`src/rtl/and_share_arbiter.sv`:
```
// and_share_arbiter
// Round-robin arbiter and three-state sequencer that time-shares a single
// registered AND-evaluation unit between N_REQ requesters. A granted
// requester's operands are latched and evaluated in a dedicated cycle. The
// result is then returned with the owning requester's index.

module and_share_arbiter #(
    parameter int N_REQ = 4,
    parameter int W     = 8,
    parameter int ID_W  = 2
) (
    input  logic                 clk,
    input  logic                 rst_n,
    input  logic [N_REQ-1:0]     req,
    input  logic [N_REQ*W-1:0]   a_in,
    input  logic [N_REQ*W-1:0]   b_in,
    output logic [N_REQ-1:0]     gnt,
    output logic                 busy,
    output logic                 rsp_valid,
    output logic [ID_W-1:0]      rsp_id,
    output logic [W-1:0]         rsp_data,
    output logic                 rsp_all_ones,
    output logic [15:0]          ops_done
);

    typedef enum logic [1:0] {
        IDLE = 2'd0,
        EXEC = 2'd1,
        DONE = 2'd2
    } state_t;

    state_t            state;
    state_t            state_next;

    logic [ID_W-1:0]   ptr;
    logic [ID_W-1:0]   winner;
    logic [ID_W-1:0]   search_idx;
    logic              winner_found;
    logic              any_req;
    logic              grant_fire;

    logic [W-1:0]      sel_a;
    logic [W-1:0]      sel_b;
    logic [N_REQ-1:0]  winner_onehot;

    logic [W-1:0]      op_a;
    logic [W-1:0]      op_b;
    logic [W-1:0]      res_q;
    logic [ID_W-1:0]   id_q;

    assign any_req    = |req;
    assign grant_fire = (state == IDLE) && any_req;

    // Busy is a pure decode of the registered state, never of the inputs.
    assign busy = (state != IDLE);

    // Round-robin search: first set request above ptr, wrapping, ptr itself last.
    always_comb begin
        winner       = ptr;
        winner_found = 1'b0;
        search_idx   = ptr;
        for (int k = 1; k <= N_REQ; k++) begin
            search_idx = ptr + ID_W'(k);
            if (!winner_found && req[search_idx]) begin
                winner_found = 1'b1;
                winner       = search_idx;
            end
        end
    end

    // Steer the winner's operand slices and build its one-hot grant vector.
    always_comb begin
        sel_a         = '0;
        sel_b         = '0;
        winner_onehot = '0;
        for (int i = 0; i < N_REQ; i++) begin
            if (winner == ID_W'(i)) begin
                sel_a            = a_in[i*W +: W];
                sel_b            = b_in[i*W +: W];
                winner_onehot[i] = 1'b1;
            end
        end
    end

    // Next-state logic: IDLE waits for any request, EXEC and DONE last one cycle each.
    always_comb begin
        state_next = state;
        case (state)
            IDLE:    state_next = any_req ? EXEC : IDLE;
            EXEC:    state_next = DONE;
            DONE:    state_next = IDLE;
            default: state_next = IDLE;
        endcase
    end

    // State register; reset aborts any in-flight operation.
    always_ff @(posedge clk) begin
        if (!rst_n) begin
            state <= IDLE;
        end else begin
            state <= state_next;
        end
    end

    // Grant, operand capture and pointer update on the grant edge.
    always_ff @(posedge clk) begin
        if (!rst_n) begin
            ptr  <= ID_W'(N_REQ - 1);
            gnt  <= '0;
            op_a <= '0;
            op_b <= '0;
            id_q <= '0;
        end else begin
            gnt <= '0;
            if (grant_fire) begin
                ptr  <= winner;
                gnt  <= winner_onehot;
                op_a <= sel_a;
                op_b <= sel_b;
                id_q <= winner;
            end
        end
    end

    // Shared AND unit: evaluates the latched operands during EXEC.
    always_ff @(posedge clk) begin
        if (!rst_n) begin
            res_q <= '0;
        end else if (state == EXEC) begin
            res_q <= op_a & op_b;
        end
    end

    // Response publication in DONE; the data fields hold until the next DONE.
    always_ff @(posedge clk) begin
        if (!rst_n) begin
            rsp_valid    <= 1'b0;
            rsp_id       <= '0;
            rsp_data     <= '0;
            rsp_all_ones <= 1'b0;
        end else begin
            rsp_valid <= 1'b0;
            if (state == DONE) begin
                rsp_valid    <= 1'b1;
                rsp_id       <= id_q;
                rsp_data     <= res_q;
                rsp_all_ones <= &res_q;
            end
        end
    end

    // Completed-operation counter, saturating at its maximum value.
    always_ff @(posedge clk) begin
        if (!rst_n) begin
            ops_done <= '0;
        end else if ((state == DONE) && (ops_done != 16'hFFFF)) begin
            ops_done <= ops_done + 16'd1;
        end
    end

endmodule

```
`config.mk`:
```
export PLATFORM = sky130hd
export DESIGN_NAME = and_share_arbiter
export DESIGN_NICKNAME = d
export VERILOG_FILES = /design/src/rtl/and_share_arbiter.sv
export SDC_FILE = /design/constraint.sdc
export NUM_CORES = 1
export LEC_CHECK = 0
export ABC_AREA = 0
export CAP_MARGIN = 30
export CORE_MARGIN = 1.5
export CORE_UTILIZATION = 27
export CTS_CLUSTER_DIAMETER = 120
export DETAILED_ROUTE_END_ITERATION = 16
export DONT_BUFFER_PORTS = 1
export MAX_ROUTING_LAYER = met4
export PLACE_DENSITY = 0.4
export SLEW_MARGIN = 20
export SYNTH_ARGS = -nofsm -noshare
export SYNTH_HDL_FRONTEND = slang
export SYNTH_SLANG_ARGS = --single-unit
export TNS_END_PERCENT = 20
```
`constraint.sdc`:
```
create_clock -name clk -period 4 [get_ports clk]
set_clock_uncertainty 0.05 [all_clocks]
set_input_delay 0.6 -clock clk [delete_from_list [all_inputs] [get_ports clk]]
set_output_delay 0.6 -clock clk [all_outputs]
set_load 0.005 [all_outputs]
```
==> impl_metrics.ini <==
[outcome]
outcome = finished, final reports clean

[timing]
fin_tns_setup_ps = 0
max_freq_mhz = 461
worst_slew_pin_slew_ps = 629
timing.hold.ws_ps = 320
rsz0062_at_grt = no
setup_viol = 0
slew_viol_final = 0
min_period_ps = 2170
timing.final.crit_share_pct = 54.2
hold_viol_final = 0
maxSlewHeadroom_pct = 58.0

[die]
die_h_um = 111
coreArea_sq_um = 11400
die_area_sq_um = 12400
rows = 39
start_util_pct = 27.7
die_x_um = 111
ios = 103

[clock_tree]
path_clk_slew_ps = 50
clock_path_buffers = 2
htree_levels = 3
cts_resized = 0
numCtsBuffers = 9
holdBufCountCts = 0
cts_tree = done
cts.sinks = 62
cts_root_buf = clkbuf_16
post_cts_buffers = 0
clk_latency_ps = 320

[setup_path]
worstSetupPathType = reg2reg
crit_path_max_incr_delay_ps = 480
crit_buf_inv = 1
path_cells = mux2i_1, nor2_1, a311oi_4, buf_4, mux2i_1, o211ai_2
worst-path-max-fanout = 37
startpoint = ptr[1]
worstPathRequired_ps = 4140
worstSetupEndpoint = op_b[6]
worst-r2r-setup-slack_ps = 1830
slowest_stage = dfxtp_1
crit_top_cell = mux2i_1
path_delay_family = multiplexers
r2r_end = op_b[6]
ff2ff_path_depth = 6
cp.depth = 6
r2r_start = ptr[1]
worstPathArrival_ps = 2300
worstSetupStartpointType = register
worst_setup_path_end_kind = register

[power]
power_frac_comb_pct = 13.9
seqPwrFrac_pct = 40.8
switchingPower_mw = 0.430
swShare_pct = 25.1
peakVddDrop_v = 0.000181
p_int_mw = 1.28
pwr-share-clk_pct = 45.3
cellLeakagePower_nw = 1.31
p_per_area_nw_per_um2 = 482

[yosys]
yosys.area_share.simple_pct = 25.7
synth_fa_ha_area_share_pct = 0.396
yosys-mux-area-fraction_pct = 12.0
synth-xor-area-share_pct = 3.05
synth_compound_area_share_pct = 14.3
synth-edff-count = 0
synth_nets = 423
ys_ff_latch = 62
yosys.cell_types.count = 42
yosysTopAreaCellShare_pct = 39.3
synth_ff_type = dfxtp_1
ys_warn_count = 0
avgSynthCellArea_sq_um = 8.98
synth_top_family_by_area = simple AND/OR/NAND/NOR gates
netlist_area_sq_um = 3160
synth_area_leaders = dfxtp_1, nand3_1, nand2_1, mux2i_1, o211ai_2
synth_top_cell_by_area = dfxtp_1
async_flop_share_pct = 0
syn_inst = 352
ys_seq_area_share_pct = 39.3

[grt]
antenna_found_initial = 0
grtUsageTotal_pct = 12.9
grt_pass1_wl_um = 12400
grt_max_degree = 48
grt.overflow.total = 0
grt_pass1_vias = 2363

[route]
wl_met3_um = 429
wl_per_cell_um = 15.3
drt_drc_violations_left = 0
drtAntennaViolNets = 0
num_vias = 2418
wl_met2_um = 3350
dr.pass1.iters = 4
wl_um = 7520
drt_iter0_markers = 63
wl_met1_um = 3670
highest_layer = met4
vias_per_cell = 4.92

[final_layout]
area_delta_synth_final_pct = 12.4
fill_cells = 1226
n_antenna_cell = 0
nets = 414
layout-drive-gt1-share_pct = 16.4

[worst_hold_path]
hold_class = in2reg

[placement]
gp_congestion = 0.753
portBuffers = 0
dp_hpwl_um = 5320

[run]
maxCapViolations = 0
final cells by class:
cell class / instances / area [sq um] / share of cell area, %
clock buffer: 12 / 256 / 7.22
clock inverter: 4 / 45.0 / 1.27
inverter: 5 / 18.8 / 0.529
multi-input combinational: 260 / 1770 / 49.8
sequential: 62 / 1240 / 35.0
tap: 143 / 179 / 5.04
timing repair buffer: 5 / 41.3 / 1.16
per-layer routing:
layer	vias to the layer above	global-route usage [%]
met5	-	-
met4	0	3.80
met3	4	4.26
met2	67	19.3
met1	1124	16.7
li1	1223	-
worst register-to-register path: stages (launching register included):
cell and delay, ps:
dfxtp_1 480, mux2i_1 220, nor2_1 80, a311oi_4 250
buf_4 460, mux2i_1 380, o211ai_2 100
synthesized netlist by cell type, types with 2 or more instances:
library cell	count
a211oi_1	3
a21boi_0	18
a21oi_1	6
and2_1	14
and4_1	2
buf_2	7
buf_4	4
buf_6	4
clkbuf_1	9
dfxtp_1	62
inv_1	5
mux2_2	16
mux2i_1	20
nand2_1	55
nand2b_1	7
nand3_1	46
nand4_1	6
nor2_1	8
nor2b_1	4
nor3_1	4
nor4_1	4
o211ai_2	16
o21ai_0	4
xnor2_1	3
xor2_1	8
how the worst min path moves through the flow:
| stage | end | cells past startpoint | slack (ps) | from |
|---|---|---|---|---|
| after floorplan | rsp_id[0] | 2 | 390 | id_q[0] |
| final | ptr[1] | 1 | 320 | rst_n |
| after detailed placement | op_a[3] | 2 | 410 | op_a[3] |
| after CTS | ptr[1] | 1 | 300 | rst_n |
| after global placement | op_b[5] | 2 | 410 | op_b[5] |
| after global routing | ptr[1] | 1 | 310 | rst_n |
layout by cell type (no fill, tap or decap), types with 5 or more instances in the layout:
cell type,n
and2_1,14
mux2_2,16
nand4_1,6
clkbuf_16,9
mux2i_1,20
a21boi_0,18
o211ai_2,16
a21oi_1,6
xor2_1,8
nand2b_1,7
nand3_1,46
dfxtp_1,62
nor2_1,8
inv_1,5
nand2_1,55
sequential cells by signal, indices dropped and copies added, names as in the netlist, 4 cells and up:
register / count
ops_done: 16
op_a: 8
op_b: 8
res_q: 8
rsp_data: 8
gnt: 4
power groups by stage:
stage / registers [mW] / clock network, mW / logic (mW)
2_1_floorplan: 0.697 / 0 / 0.222
3_3_place_gp: 0.711 / 0 / 0.236
3_5_place_dp: 0.711 / 0 / 0.242
4_1_cts: 0.698 / 0.801 / 0.244
5_1_grt: 0.704 / 0.830 / 0.268
6_report: 0.698 / 0.775 / 0.238
metrics by stage:
stage	instance area (sq um)	cells	total power, mW	util, %	setup WS [ps]
2_1_floorplan	3160	352	0.920	-	2060
3_3_place_gp	3240	474	0.948	28.4	1400
3_5_place_dp	3250	475	0.953	28.5	1670
4_1_cts	3550	491	1.74	31.1	1780
5_1_grt	3550	491	1.80	31.1	1640
6_report	3550	491	1.71	31.1	1830
kinds of logic (layout without fill, tap and decap cells):
logic type               Yosys count  in the layout
AO/OA/AOI/OAI                     52             52
XOR/XNOR                          11             11
adder cells (fa/ha/maj)            1              1
buffers and inverters             30             26
flip-flops                        62             62
multiplexers                      36             36
AND/OR/NAND/NOR                  160            160
(Power assumes the default switching activity.)
